**src/rtl/complement_pkg.sv**
```systemverilog
// Shared divider package.
//
// Holds the default operand width and a two's-complement negate helper. The helper works on a
// fixed MaxWidth-bit container so any stage of any width up to MaxWidth can reuse it: callers
// zero-extend their operand, negate, and keep the low WIDTH bits. Carries only propagate upward,
// so those low bits equal (~x + 1) mod 2^WIDTH.
package complement_pkg;

  localparam int unsigned DefaultWidth = 32;
  localparam int unsigned MaxWidth     = 128;

  function automatic logic [MaxWidth-1:0] twos_negate(input logic [MaxWidth-1:0] x);
    return (~x) + {{(MaxWidth-1){1'b0}}, 1'b1};
  endfunction

endpackage

```
**src/rtl/complement_abs_value.sv**
```systemverilog
// Combinational absolute value of a signed two's-complement operand.
//
// Ports:
//   x_i         operand, two's complement, WIDTH bits
//   magnitude_o unsigned |x|; the minimum negative value maps to 2^(WIDTH-1)
//   is_zero_o   operand equals zero
//   is_neg_o    operand sign bit
//
// WIDTH must be in the range 2..MaxWidth.
module complement_abs_value
  import complement_pkg::*;
#(
  parameter int unsigned WIDTH = DefaultWidth
) (
  input  logic [WIDTH-1:0] x_i,
  output logic [WIDTH-1:0] magnitude_o,
  output logic             is_zero_o,
  output logic             is_neg_o
);

  logic [MaxWidth-1:0] x_ext;
  logic [MaxWidth-1:0] neg_ext;
  logic                unused_neg_hi;

  always_comb begin
    x_ext            = '0;
    x_ext[WIDTH-1:0] = x_i;
  end

  assign neg_ext = twos_negate(x_ext);

  // Only the low WIDTH bits of the wide negate are meaningful.
  assign unused_neg_hi = ^neg_ext;

  assign is_neg_o    = x_i[WIDTH-1];
  assign magnitude_o = is_neg_o ? neg_ext[WIDTH-1:0] : x_i;
  assign is_zero_o   = (x_i == '0);

endmodule

```
**src/rtl/complement.sv**
```systemverilog
// Operand-conditioning stage at the front of the signed integer divider.
//
// Converts signed dividend/divisor into unsigned magnitudes, flags zero operands and produces
// the sign-fixup bits the divider core needs. One registered stage, 1-cycle latency, no
// backpressure; out_valid pulses for one cycle per captured operand pair.
//
// Ports:
//   clock, reset   rising-edge clock; asynchronous active-high reset
//   in_valid       capture A/B on this edge
//   A, B           signed dividend / divisor
//   out_valid      outputs hold the result of the operands captured on the last edge
//   aZero, bZero   captured A / B equal zero
//   dividend       |A|
//   divisor        |B|
//   negQuotient    quotient must be negated (sign mismatch, both operands non-zero)
//   negRemainder   remainder must be negated (A negative and non-zero)
module complement
  import complement_pkg::*;
#(
  parameter int unsigned WIDTH = DefaultWidth
) (
  input  logic             clock,
  input  logic             reset,
  input  logic             in_valid,
  input  logic [WIDTH-1:0] A,
  input  logic [WIDTH-1:0] B,
  output logic             out_valid,
  output logic             aZero,
  output logic             bZero,
  output logic [WIDTH-1:0] dividend,
  output logic [WIDTH-1:0] divisor,
  output logic             negQuotient,
  output logic             negRemainder
);

  logic [WIDTH-1:0] a_mag, b_mag;
  logic             a_zero, b_zero;
  logic             a_neg, b_neg;

  complement_abs_value #(
    .WIDTH (WIDTH)
  ) u_abs_a (
    .x_i         (A),
    .magnitude_o (a_mag),
    .is_zero_o   (a_zero),
    .is_neg_o    (a_neg)
  );

  complement_abs_value #(
    .WIDTH (WIDTH)
  ) u_abs_b (
    .x_i         (B),
    .magnitude_o (b_mag),
    .is_zero_o   (b_zero),
    .is_neg_o    (b_neg)
  );

  logic             out_valid_q, out_valid_d;
  logic             a_zero_q, a_zero_d;
  logic             b_zero_q, b_zero_d;
  logic [WIDTH-1:0] dividend_q, dividend_d;
  logic [WIDTH-1:0] divisor_q, divisor_d;
  logic             neg_quot_q, neg_quot_d;
  logic             neg_rem_q, neg_rem_d;

  always_comb begin
    out_valid_d = in_valid;
    a_zero_d    = a_zero_q;
    b_zero_d    = b_zero_q;
    dividend_d  = dividend_q;
    divisor_d   = divisor_q;
    neg_quot_d  = neg_quot_q;
    neg_rem_d   = neg_rem_q;
    if (in_valid) begin
      a_zero_d   = a_zero;
      b_zero_d   = b_zero;
      dividend_d = a_mag;
      divisor_d  = b_mag;
      // A zero result carries no sign; divide-by-zero is handled by the core, not negated.
      neg_quot_d = (a_neg ^ b_neg) & ~a_zero & ~b_zero;
      neg_rem_d  = a_neg & ~a_zero;
    end
  end

  always_ff @(posedge clock or posedge reset) begin
    if (reset) begin
      out_valid_q <= 1'b0;
      a_zero_q    <= 1'b0;
      b_zero_q    <= 1'b0;
      dividend_q  <= '0;
      divisor_q   <= '0;
      neg_quot_q  <= 1'b0;
      neg_rem_q   <= 1'b0;
    end else begin
      out_valid_q <= out_valid_d;
      a_zero_q    <= a_zero_d;
      b_zero_q    <= b_zero_d;
      dividend_q  <= dividend_d;
      divisor_q   <= divisor_d;
      neg_quot_q  <= neg_quot_d;
      neg_rem_q   <= neg_rem_d;
    end
  end

  assign out_valid    = out_valid_q;
  assign aZero        = a_zero_q;
  assign bZero        = b_zero_q;
  assign dividend     = dividend_q;
  assign divisor      = divisor_q;
  assign negQuotient  = neg_quot_q;
  assign negRemainder = neg_rem_q;

endmodule

```
**config.mk**
```make
export PLATFORM = sky130hd
export DESIGN_NAME = complement
export DESIGN_NICKNAME = d
export VERILOG_FILES = /design/src/rtl/complement_pkg.sv /design/src/rtl/complement_abs_value.sv /design/src/rtl/complement.sv
export SDC_FILE = /design/constraint.sdc
export NUM_CORES = 1
export LEC_CHECK = 0
export CORE_MARGIN = 4
export CORE_UTILIZATION = 49
export DETAILED_ROUTE_END_ITERATION = 8
export GPL_ROUTABILITY_DRIVEN = 0
export HOLD_SLACK_MARGIN = 0.02
export PLACE_DENSITY = 0.86
export SLEW_MARGIN = 20
export SYNTH_ARGS = -nofsm -noshare
export SYNTH_HDL_FRONTEND = slang
export SYNTH_SLANG_ARGS = --single-unit
```
**constraint.sdc**
```tcl
create_clock -name clock -period 3.6 [get_ports clock]
set_input_delay 0.36 -clock clock [delete_from_list [all_inputs] [get_ports clock]]
set_output_delay 0.36 -clock clock [all_outputs]
set_load 0.1 [all_outputs]
```
* After elaboration in Yosys (flattened, before gate mapping) *
Cells that the tools add are included.

operators by class
  $add $sub $neg = 2
  multiplexer cells = 2
  bitwise operators = 8
  reductions and logical operators = 2

operators by type and width
  cell                   number
  $add 32x1->32 const B  2
  $logic_not 32->1       2
  $mux 32                2
  $not 32->32            2
  $and 1x1->1            3
  $not 1->1              2
  $xor 1x1->1            1

storage, ports and cells
  bits in registers = 69
  input bits = 67
  output and inout port bits = 69
  logic and storage cells = 21

* Longest topological paths before layout *
Gate-level depths: netlist (run 1).

  depth in word-level cells = 4
  gate-level depth with buffers = 7
  mapped depth without buffers = 7

* Cells and area by module *
From an unflattened synthesis (run 1), not the netlist that was laid out.

unflattened totals
  cell total of the unflattened synthesis = 354
  area, all modules = 3,985.1 sq um

modules (own cells, without submodules)
  module                          times used  cells each  area each (sq um)
  complement                      1           151         2,570.0
  complement_abs_value (u_abs_b)  1           102         713.2
  complement_abs_value (u_abs_a)  1           101         701.9

* Worst setup path before layout (run 1) *
Ideal clock, no wire load.

  path type = input to register
  start point = input port B[0]
  end point = register divisor_q[30], in the netlist divisor[30]
  arrival time = 2.273 ns
  data required time = 3.463 ns
  setup slack = 1.190 ns
  stages = 7
  buffers on the path = 0
  cells stage by stage = inv_1 ha_1 or4b_1 or4_1 o41ai_1 xor2_1 a21oi_1

on the way
  word-level cells in the longest chain between the ends = 3

RTL lines
  element               RTL line                    source
  start, declared       complement.sv:26            input logic [WIDTH-1:0] B,
  $not 32->32           complement_pkg.sv:13        return (~x) + {{(MaxWidth-1){1'b0}}, 1'b1};
  $add 32x1->32         complement_pkg.sv:13
  $mux 32               complement_abs_value.sv:36  assign magnitude_o = is_neg_o ? neg_ext[WIDTH-1:0] : x_i;
  end signal, assigned  complement.sv:99            divisor_q <= divisor_d;
  end, declared         complement.sv:62            logic [WIDTH-1:0] divisor_q, divisor_d;

No other way between the ends.
A chain may end at the register's enable or synchronous reset.

* Worst setup path after layout (run 1) *
Same ends and word-level chain as after synthesis.

==> metrics.txt, run 1 <==
PwrDens roughly 520 nW/um^2; Final HPWL DP around 7500 um; post-synthesis average cell area just over 9 um^2; Die W 96.5 um; Layout area overhead 43.1%; DR WL/cell between 15 and 20 um; Synth Register Bits slightly below 70; Critical Path AT 3.01 ns; drt first pass iters 4; Final ANT Viol Nets 0; RSZ-0062 raised after global routing no; worst-path fanout max 6; TritonCTS clock tree done; die area roughly 9300 um^2; overall power approximately 2.9 mW; Ant. Diodes 0; Root Driver clkbuf_8; vias in the first global route approximately 3500; Post-CTS Setup Bufs 0; # IOs about 140; IO Port Bufs 135; post-CTS sizing 0; GRT overflow 0; Setup Viol. Count Final 0; Synth warnings 0; initial antenna violation count 0; GR peak layer met2; Total GRT Usage 22.7%; Final WS setup ~0.76 ns; CP max-delay cell or4_1; Unique masters post-synth 32; final cell count without fillers ~650; P_leak ~2.2 nW; CTS clk-pin slew, worst paths 0.07 ns; GR Layer Usage met3 a little under 5%; fin crit share around 79%; dpl cell area about 5200 um^2; TNS Setup 0 ns; met2 Usage GRT 37.9%; Final Core Density between 70% and 80%; status completed; Seq/Total Area, Yosys a little under half; HP Class flop to flop; required time of the critical path around 3.8 ns; Cell Area, Synth approximately 3800 um^2; syn nets just under 500; DRC violation count after routing 0; max-slew violations 0; htree depth 3; DR vias 3555; crit end category flop; pre-CTS setup slack around 0.42 ns; kind of critical path input pin to flop; Clk Latency, worst-skew pair around 0.33 ns; Worst setup SP type input pin; M1 GR Usage between 20% and 30%; crit path buf inv count 2; commonest non-fill, non-tap cells in the layout clkdlybuf4s50_1, dfrtp_1, nor2_1; # hold bufs at CTS 0; Post-Route WL roughly 10000 um; nets@finish approximately 600; Gate Count Post-Synth approximately 410; CP cell instances clkdlybuf4s50_1, inv_1, ha_1, or4b_1, or4_1, o41ai_1, xor2_1, a21oi_1; max-cap viol count 0; clk_skew 0 ns; DR iter-0 viols 247; CTS buffer count 9; clk buf depth 2; Worst-Margin Slew slightly above 1 ns; design area between 5000 and 6000 um^2; row cnt 32; Core Box Area a little under 8000 um^2; largest net degree at the start of global routing approximately 110; CP delay by family, top simple AND/OR/NAND/NOR gates; clock sink count just under 70; max incr delay on CP between 0.6 and 0.7 ns; Post-Place Cells 629; layout cells sized above 1 roughly 7%; vias per cell between 5 and 6; Fin Hold WS ~0.5 ns; fin crit period approximately 2.8 ns; Die Y between 90 and 100 um; Rel. slew slack a little under a third; Initial Util 49.9%; worst vdd ir around 0.33 mV; FILL cells ~570; area of the multi-input gates 1970 um^2; first-pass GRT wire length between 15000 and 20000 um; maximum clock frequency around 0.35 GHz; final hold viol count 0; most common cell after layout, fill and taps aside clkdlybuf4s50_1; register area ~1700 um^2
-- synth_stat cells --
cell      number  area share [%]
o41ai_1       16             3.7
nor2_1        67             6.6
nand4b_1       1            0.23
buf_2          1            0.13
o21ai_0       11             1.4
nand2_1       13             1.3
o32ai_1        1            0.23
or3_1         12             2.0
xor2_1        57              13
nor3_2         1            0.26
or4_1          6             1.2
ha_1           2            0.65
nor4_1         9             1.5
mux2_2         6             1.8
nand3b_1       2            0.39
mux2i_1        2            0.52
a21oi_1       60             7.8
clkbuf_1      21             2.1
buf_1          4            0.39
inv_1          8            0.78
xnor2_1        2            0.46
or4b_1         2            0.52
buf_6          1            0.29
nand3_1        6            0.78
nor2b_1        2            0.33
o41ai_2        4             1.7
dfrtp_1       69              45
nor3_1         1            0.13
or2_2          4            0.65
nand2b_1       3            0.49
nand4_1        1            0.16
o31ai_1       19             3.7
-- state kept, by name (all words and copies together), names as in the netlist --
name,flops
dividend,32
divisor,32
aZero,1
bZero,1
negQuotient,1
negRemainder,1
out_valid,1
-- path summary, 6_finish.rpt --
check	endpoint	slack (ns)	cells past startpoint	startpoint
setup / recovery	divisor[30]$_DFFE_PP0P_	0.76	8	B[0]
hold / removal	bZero$_DFFE_PP0P_	0.51	1	bZero$_DFFE_PP0P_
setup reg to reg	dividend[0]$_DFFE_PP0P_	2.83	1	dividend[0]$_DFFE_PP0P_
hold reg to reg	bZero$_DFFE_PP0P_	0.51	1	bZero$_DFFE_PP0P_
max in group asynchronous	divisor[23]$_DFFE_PP0P_	2.42	3	reset
min in group asynchronous	divisor[26]$_DFFE_PP0P_	0.61	3	reset
-- cell type report --
cell class                 instances  area share [%]
multi-input combinational        310            35.9
sequential                        69            31.5
timing repair buffer             140            25.3
clock buffer                      10            2.51
tap                              102            2.33
clock inverter                     6            2.01
inverter                           8           0.547
-- per-layer routing --
layer  up-vias  part of all wire (%)
li1       1724                     -
met2       112                    50
met3        18                   6.2
met5         -                     0
met4         0                   1.8
met1      1701                    42
-- report_power, final --
part | switching, mW | total [mW] | internal (mW)
Clock | 0.302 | 0.780 | 0.478
Sequential | 0.0507 | 0.913 | 0.863
Combinational | 0.873 | 1.17 | 0.298
Total | 1.23 | 2.86 | 1.64
-- logic make-up after synthesis --
logic type               Yosys count  share of synthesized area [%]
AO/OA/AOI/OAI                    111                           18.6
XOR/XNOR                          59                           13.5
adder cells (fa/ha/maj)            2                          0.652
buffers and inverters             35                           3.65
flip-flops                        69                           45.0
multiplexers                       8                           2.28
AND/OR/NAND/NOR                  130                           16.4
Power figures use the tool's default switching activity.
==> run 2: changes to the inputs <==
--- a/config.mk
+++ b/config.mk
@@ -6,11 +6,11 @@
 export NUM_CORES = 1
 export LEC_CHECK = 0
 export CORE_MARGIN = 4
-export CORE_UTILIZATION = 49
+export CORE_UTILIZATION = 45
 export DETAILED_ROUTE_END_ITERATION = 8
 export GPL_ROUTABILITY_DRIVEN = 0
 export HOLD_SLACK_MARGIN = 0.02
-export PLACE_DENSITY = 0.86
+export PLACE_DENSITY = 0.8
 export SLEW_MARGIN = 20
 export SYNTH_ARGS = -nofsm -noshare
 export SYNTH_HDL_FRONTEND = slang
==> constraint.sdc (replaced) <==
create_clock -name clock -period 2.85 [get_ports clock]
set_input_delay 0.285 -clock clock [delete_from_list [all_inputs] [get_ports clock]]
set_output_delay 0.285 -clock clock [all_outputs]
set_load 0.1 [all_outputs]
==> run 2 against run 1 <==
- combinational power increased by 24%
- non-clock buffer count rose by 20
- register-to-register slack got worse by 0.74 ns
- setup slack worse by 0.46 ns
- largest cell class unchanged
- routed wire length is 1.9% higher
- global-route usage shrank 1.5 points
- critical path type unchanged
- clock power increased by 25%
- critical endpoint is now dividend[27]$_DFFE_PP0P_
- sequential share of layout area is 0.11 points higher
- critical path depth down 1
==> metrics.txt, run 2 (synthesized netlist as in run 1, its figures left out) <==
status completed; area of the multi-input gates 1970 um^2 (unchanged); most common cell after layout, fill and taps aside buf_4; clk buf depth 2 (unchanged); # hold bufs at CTS 0 (unchanged); Seq pwr share 32.2% (+0.3 points); max-slew violations 0 (unchanged); Critical Path AT 2.75 ns (-0.26 ns); final hold viol count 0 (unchanged); P_leak 2.31 nW (+6.9%); initial antenna violation count 0 (unchanged); fin crit period around 2.5 ns; row cnt 33 (+3.1%); RSZ-0062 raised after global routing no; FF-to-FF setup slack 2.09 ns (-0.74 ns); Final HPWL DP 7940 um (+5.7%); crit end category flop; CTS buffer count 9 (unchanged); maximum clock frequency 0.393 GHz; DRC violation count after routing 0 (unchanged); worst-path fanout max 15 (+9); Initial Util 46.5% (-3.4 points); nets@finish 627 (+3.3%); Rel. slew slack 62.4% (+31 points); Post-CTS Setup Bufs 0 (unchanged); Worst-Margin Slew 0.558 ns (-0.473 ns); Setup Viol. Count Final 0 (unchanged); worst vdd ir 0.369 mV (+10%); Layout area overhead 42.6%; die area 10100 um^2 (+8.1%); Total GRT Usage 21.2% (-1.5 points); drt first pass iters 4 (unchanged); Fin Hold WS 0.310 ns (-0.204 ns); register area 1730 um^2 (unchanged); GRT overflow 0 (unchanged); kind of critical path input pin to flop; htree depth 3 (unchanged); first-pass GRT wire length 17100 um (+3.6%); Final Core Density 66.2% (-5.2 points); fin crit share 89.3%; CTS clk-pin slew, worst paths 0.08 ns (about the same); IO Port Bufs 135 (unchanged); clock sink count 69 (unchanged); Die Y 100 um (+4.0%); FF-to-FF End divisor[0]$_DFFE_PP0P_; overall power 3.59 mW (+25%); Clk Latency, worst-skew pair 0.33 ns (about the same); Ant. Diodes 0 (unchanged); # IOs 136 (unchanged); Comb pwr share 40.5% (-0.4 points); Final ANT Viol Nets 0 (unchanged); Core Box Area 8260 um^2 (+7.4%); largest net degree at the start of global routing 59 (-46%); DR iter-0 viols 117 (-53%); sw frac 43.0% (+0.24 points); FILL cells 683 (+19%); post-CTS sizing 0 (unchanged); reg2reg start divisor[0]$_DFFE_PP0P_; reg2reg path depth 1 (unchanged); commonest non-fill, non-tap cells in the layout buf_4, dfrtp_1, nor2_1; max-cap viol count 0 (unchanged); Die W 100 um (+4.0%); TritonCTS clock tree done; Int Pwr 2.04 mW (+25%); NetSw 1.54 mW (+26%); Crit. Startpoint A[16]; vias per cell 5.43 (-1.5%); DR vias 3628 (+2.1%); layout cells sized above 1 22.6% (+16 points); Clk pwr share 27.2% (about the same); clk_skew 0 ns (unchanged); Root Driver clkbuf_8; Post-Route WL 10500 um (+1.9%); vias in the first global route 3567 (+2.5%); Worst setup SP type input pin; required time of the critical path 3.06 ns (-0.71 ns); HP Class input pin to asynchronous set/reset pin; DR WL/cell 15.8 um (-1.6%); PwrDens 656 nW/um^2 (+26%)
==> run 2: changes by cell type in the layout (fill, tap and decap cells not counted) <==
cell	before	now
buf_4	6	95
clkdlybuf4s50_1	134	65
==> run 2: stage by stage <==
stage	worst slack [ns]	area, um^2	std cells	TNS [ns]
global placement	0.0809	5220	652	0
global route	0.206	5470	668	0
finish	0.304	5470	668	0
CTS	0.331	5470	668	0
detailed placement	-0.0281	5220	652	-0.0281
floorplan	0.515	3840	414	0
==> run 2: power by group through the flow <==
stage / Clock, mW / Combinational, mW / Sequential, mW
final: 0.976 / 1.45 / 1.16
after detailed placement: 0 / 1.46 / 1.17
after floorplan: 0 / 0.239 / 1.99
after global routing: 1.04 / 1.52 / 1.17
after CTS: 0.995 / 1.46 / 1.16
after global placement: 0 / 1.45 / 1.17
==> run 2: worst max path at each step <==
stage,endpoint,slack (ns),cells after the start
after floorplan,divisor[30]$_DFFE_PP0P_,0.52,7
after global placement,dividend[28]$_DFFE_PP0P_,0.08,7
after detailed placement,dividend[27]$_DFFE_PP0P_,-0.03,7
after CTS,dividend[27]$_DFFE_PP0P_,0.33,7
after global routing,divisor[30]$_DFFE_PP0P_,0.21,8
final,dividend[27]$_DFFE_PP0P_,0.30,7
==> run 2: per-layer routing <==
metal / part of all wire [%] / up-vias / track usage (%)
li1: - / 1765 / -
met5: 0 / - / 0
met3: 5.8 / 23 / 3.54
met2: 50 / 122 / 34.8
met4: 2.9 / 0 / 9.53
met1: 41 / 1718 / 27.4
==> run 2: final cells by class <==
type | count | area share, %
repair buffers | 160 | 24.9
clock inverters | 6 | 2.01
multi-input cells | 310 | 36.0
clock buffers | 10 | 2.52
inverters | 8 | 0.549
well taps | 105 | 2.40
flip-flops and latches | 69 | 31.6
==> run 2: critical path, stage by stage <==
cell and delay, ns:
clkdlybuf4s50_1 0.44, or4_1 0.55, or4b_1 0.51, buf_4 0.21
o41ai_1 0.44, xor2_1 0.22, a21oi_1 0.09
==> run 3: changes to the inputs <==
--- a/config.mk
+++ b/config.mk
@@ -5,12 +5,13 @@
 export SDC_FILE = /design/constraint.sdc
 export NUM_CORES = 1
 export LEC_CHECK = 0
+export ABC_AREA = 1
 export CORE_MARGIN = 4
-export CORE_UTILIZATION = 45
+export CORE_UTILIZATION = 48
 export DETAILED_ROUTE_END_ITERATION = 8
 export GPL_ROUTABILITY_DRIVEN = 0
 export HOLD_SLACK_MARGIN = 0.02
-export PLACE_DENSITY = 0.8
+export PLACE_DENSITY = 0.81
 export SLEW_MARGIN = 20
 export SYNTH_ARGS = -nofsm -noshare
 export SYNTH_HDL_FRONTEND = slang
==> run 3 against run 2 <==
- clock skew unchanged
- count of clock-buffer cells in the layout up 3
- flip-flop and latch count unchanged
- clock power up 6%
- first-iteration DRC count rose to 3.2 times the previous value
==> metrics.txt, run 3 <==
status completed; WP depth 10 (+3); CP cell instances clkdlybuf4s50_1, inv_1, ha_1, nand3_2, nor2_2, nand3_1, inv_1, nand2_1, nand3_1, nand2_1; largest area contributor in the synthesized netlist dfrtp_1; clock sink count 69 (unchanged); CP delay by family, top simple AND/OR/NAND/NOR gates; initial antenna violation count 0 (unchanged); nets@finish 924 (+47%); post-CTS sizing 0 (unchanged); crit path buf inv count 3 (+1); Critical Path AT 1.88 ns (-0.87 ns); commonest non-fill, non-tap cells in the layout nand2_1, nor2_1, nand3_1; P_leak 3.09 nW (+34%); Final HPWL DP 10500 um (+32%); Initial Util 49.6% (+3.1 points); DR vias 5073 (+40%); max-cap viol count 0 (unchanged); number of synthesized flops with an enable pin 0 (unchanged); max incr delay on CP 0.47 ns (-0.08 ns); Worst setup SP type input pin; CP max-delay cell clkdlybuf4s50_1; crit end category flop; syn nets 797 (+65%); first-pass GRT wire length 22300 um (+30%); IO Port Bufs 135 (unchanged); Gate Count Post-Synth 728 (+76%); top cells by area, synth dfrtp_1, nand2_1, nand3_1, nor2_1, inv_1; required time of the critical path 3.08 ns (+0.02 ns); maximum clock frequency 0.605 GHz (+54%); Crit. Startpoint B[1]; CTS clk-pin slew, worst paths 0.08 ns (about the same); Total GRT Usage 24.3% (+3.1 points); Unique masters post-synth 24 (-25%); # IOs 136 (unchanged); Layout area overhead 33.1%; FF-to-FF End divisor[6]$_DFFE_PP0P_; Setup Viol. Count Final 0 (unchanged); fin crit period 1.65 ns (-0.893 ns); PwrDens 585 nW/um^2 (-11%); Die Y 106 um (+5.6%); Post-Route WL 13600 um (+29%); Fin Hold WS 0.323 ns (+0.0131 ns); clk buf depth 2 (unchanged); DR iter-0 viols 371 (+220%); GRT overflow 0 (unchanged); max-slew violations 0 (unchanged); vias in the first global route 4848 (+36%); htree depth 3 (unchanged); Post-synth top cells nand2_1, nor2_1, nand3_1, dfrtp_1, inv_1; layout cells sized above 1 14.2% (-8.4 points); kind of critical path input pin to flop; HP Class input pin to asynchronous set/reset pin; Main synth FF type dfrtp_1; Clk Latency, worst-skew pair 0.34 ns (about the same); most frequent cell after synthesis nand2_1; die area 11200 um^2 (+11%); reg2reg start divisor[6]$_DFFE_PP0P_; TNS Setup 0 ns (unchanged); Worst-Margin Slew 0.672 ns (+0.114 ns); reg2reg path depth 2 (+1); Rel. slew slack 55.1% (-7.3 points); final hold viol count 0 (unchanged); most common cell after layout, fill and taps aside nand2_1; # hold bufs at CTS 0 (unchanged); largest net degree at the start of global routing 53 (-10%); FF-to-FF setup slack 2.12 ns (+0.03 ns); Die W 106 um (+5.6%); Root Driver clkbuf_8; fin crit share 58.0% (-31 points); vias per cell 5.13 (-5.6%); DRC violation count after routing 0 (unchanged); Final ANT Viol Nets 0 (unchanged); fraction of registers with async set/reset 100% (unchanged); top cell type's share of synthesized area 37.5% (-7.5 points); worst-path fanout max 4 (-11); worst vdd ir 0.353 mV (-4.3%); CP endpoint negQuotient$_DFFE_PP0P_; overall power 3.58 mW (about the same); TritonCTS clock tree done; drt first pass iters 5 (+1); Cell Area, Synth 4600 um^2 (+20%); CTS buffer count 9 (unchanged); DR WL/cell 13.7 um (-13%); Seq/Total Area, Yosys 37.5% (-7.5 points); Core Box Area 9280 um^2 (+12%); row cnt 35 (+6.1%); Ant. Diodes 0 (unchanged); Synth warnings 0 (unchanged); post-synthesis average cell area 6.32 um^2 (-32%); RSZ-0062 raised after global routing no; clk_skew 0 ns (unchanged); Post-CTS Setup Bufs 0 (unchanged); Synth Register Bits 69 (unchanged)
## run 3: logic make-up (layout without fill, tap and decap cells)
group / after synthesis / after routing / share of synthesized area [%]
compound gates: 51 / 51 / 5.84
fa+ha+maj: 2 / 2 / 0.543
flops: 69 / 69 / 37.5
buf+inv: 83 / 215 / 7.47
simple gates: 511 / 511 / 46.4
xor+xnor: 12 / 12 / 2.28
## run 3: final cells by class
| type | instances | area (um^2) |
|---|---|---|
| Clock buffer | 13 | 169 |
| Inverter | 58 | 218 |
| Clock inverter | 3 | 90.1 |
| Timing Repair Buffer | 141 | 1230 |
| Multi-Input combinational cell | 576 | 2530 |
| Fill cell | 860 | 3150 |
| Sequential cell | 69 | 1730 |
| Tap cell | 129 | 161 |
## run 3: stage by stage
| step | setup slack [ns] | utilization (%) | instances | cell area [um^2] |
|---|---|---|---|---|
| 2_1_floorplan | 0.825 | - | 728 | 4600 |
| 3_3_place_gp | 0.950 | 63.2 | 973 | 5870 |
| 3_5_place_dp | 0.874 | 63.2 | 973 | 5870 |
| 4_1_cts | 1.22 | 66.0 | 989 | 6130 |
| 5_1_grt | 1.07 | 66.0 | 989 | 6130 |
| 6_report | 1.20 | 66.0 | 989 | 6130 |
## run 3: per-layer routing
| metal | part of all wire (%) | wire (um) | global-route usage (%) |
|---|---|---|---|
| met5 | 0 | 0 | 0 |
| met4 | 1.7 | 227 | 8.23 |
| met3 | 7.1 | 968 | 3.83 |
| met2 | 46 | 6220 | 39.2 |
| met1 | 45 | 6140 | 33.4 |
## run 3: worst min-delay path by stage
stage / start / to / slack [ns] / depth (start not counted)
after floorplan: in_valid / out_valid$_DFF_PP0_ / 0.32 / 0
after global placement: negRemainder$_DFFE_PP0P_ / negRemainder$_DFFE_PP0P_ / 0.46 / 2
after detailed placement: negRemainder$_DFFE_PP0P_ / negRemainder$_DFFE_PP0P_ / 0.46 / 2
after CTS: reset / dividend[7]$_DFFE_PP0P_ / 0.34 / 2
after global routing: reset / dividend[0]$_DFFE_PP0P_ / 0.41 / 2
final: reset / dividend[7]$_DFFE_PP0P_ / 0.32 / 2
## run 3: report_power, final
group	internal, mW	leakage [nW]	total, mW	switching (mW)
clock	0.654	0.130	1.03	0.375
combinational	0.324	2.12	1.41	1.09
sequential	1.08	0.838	1.14	0.0620
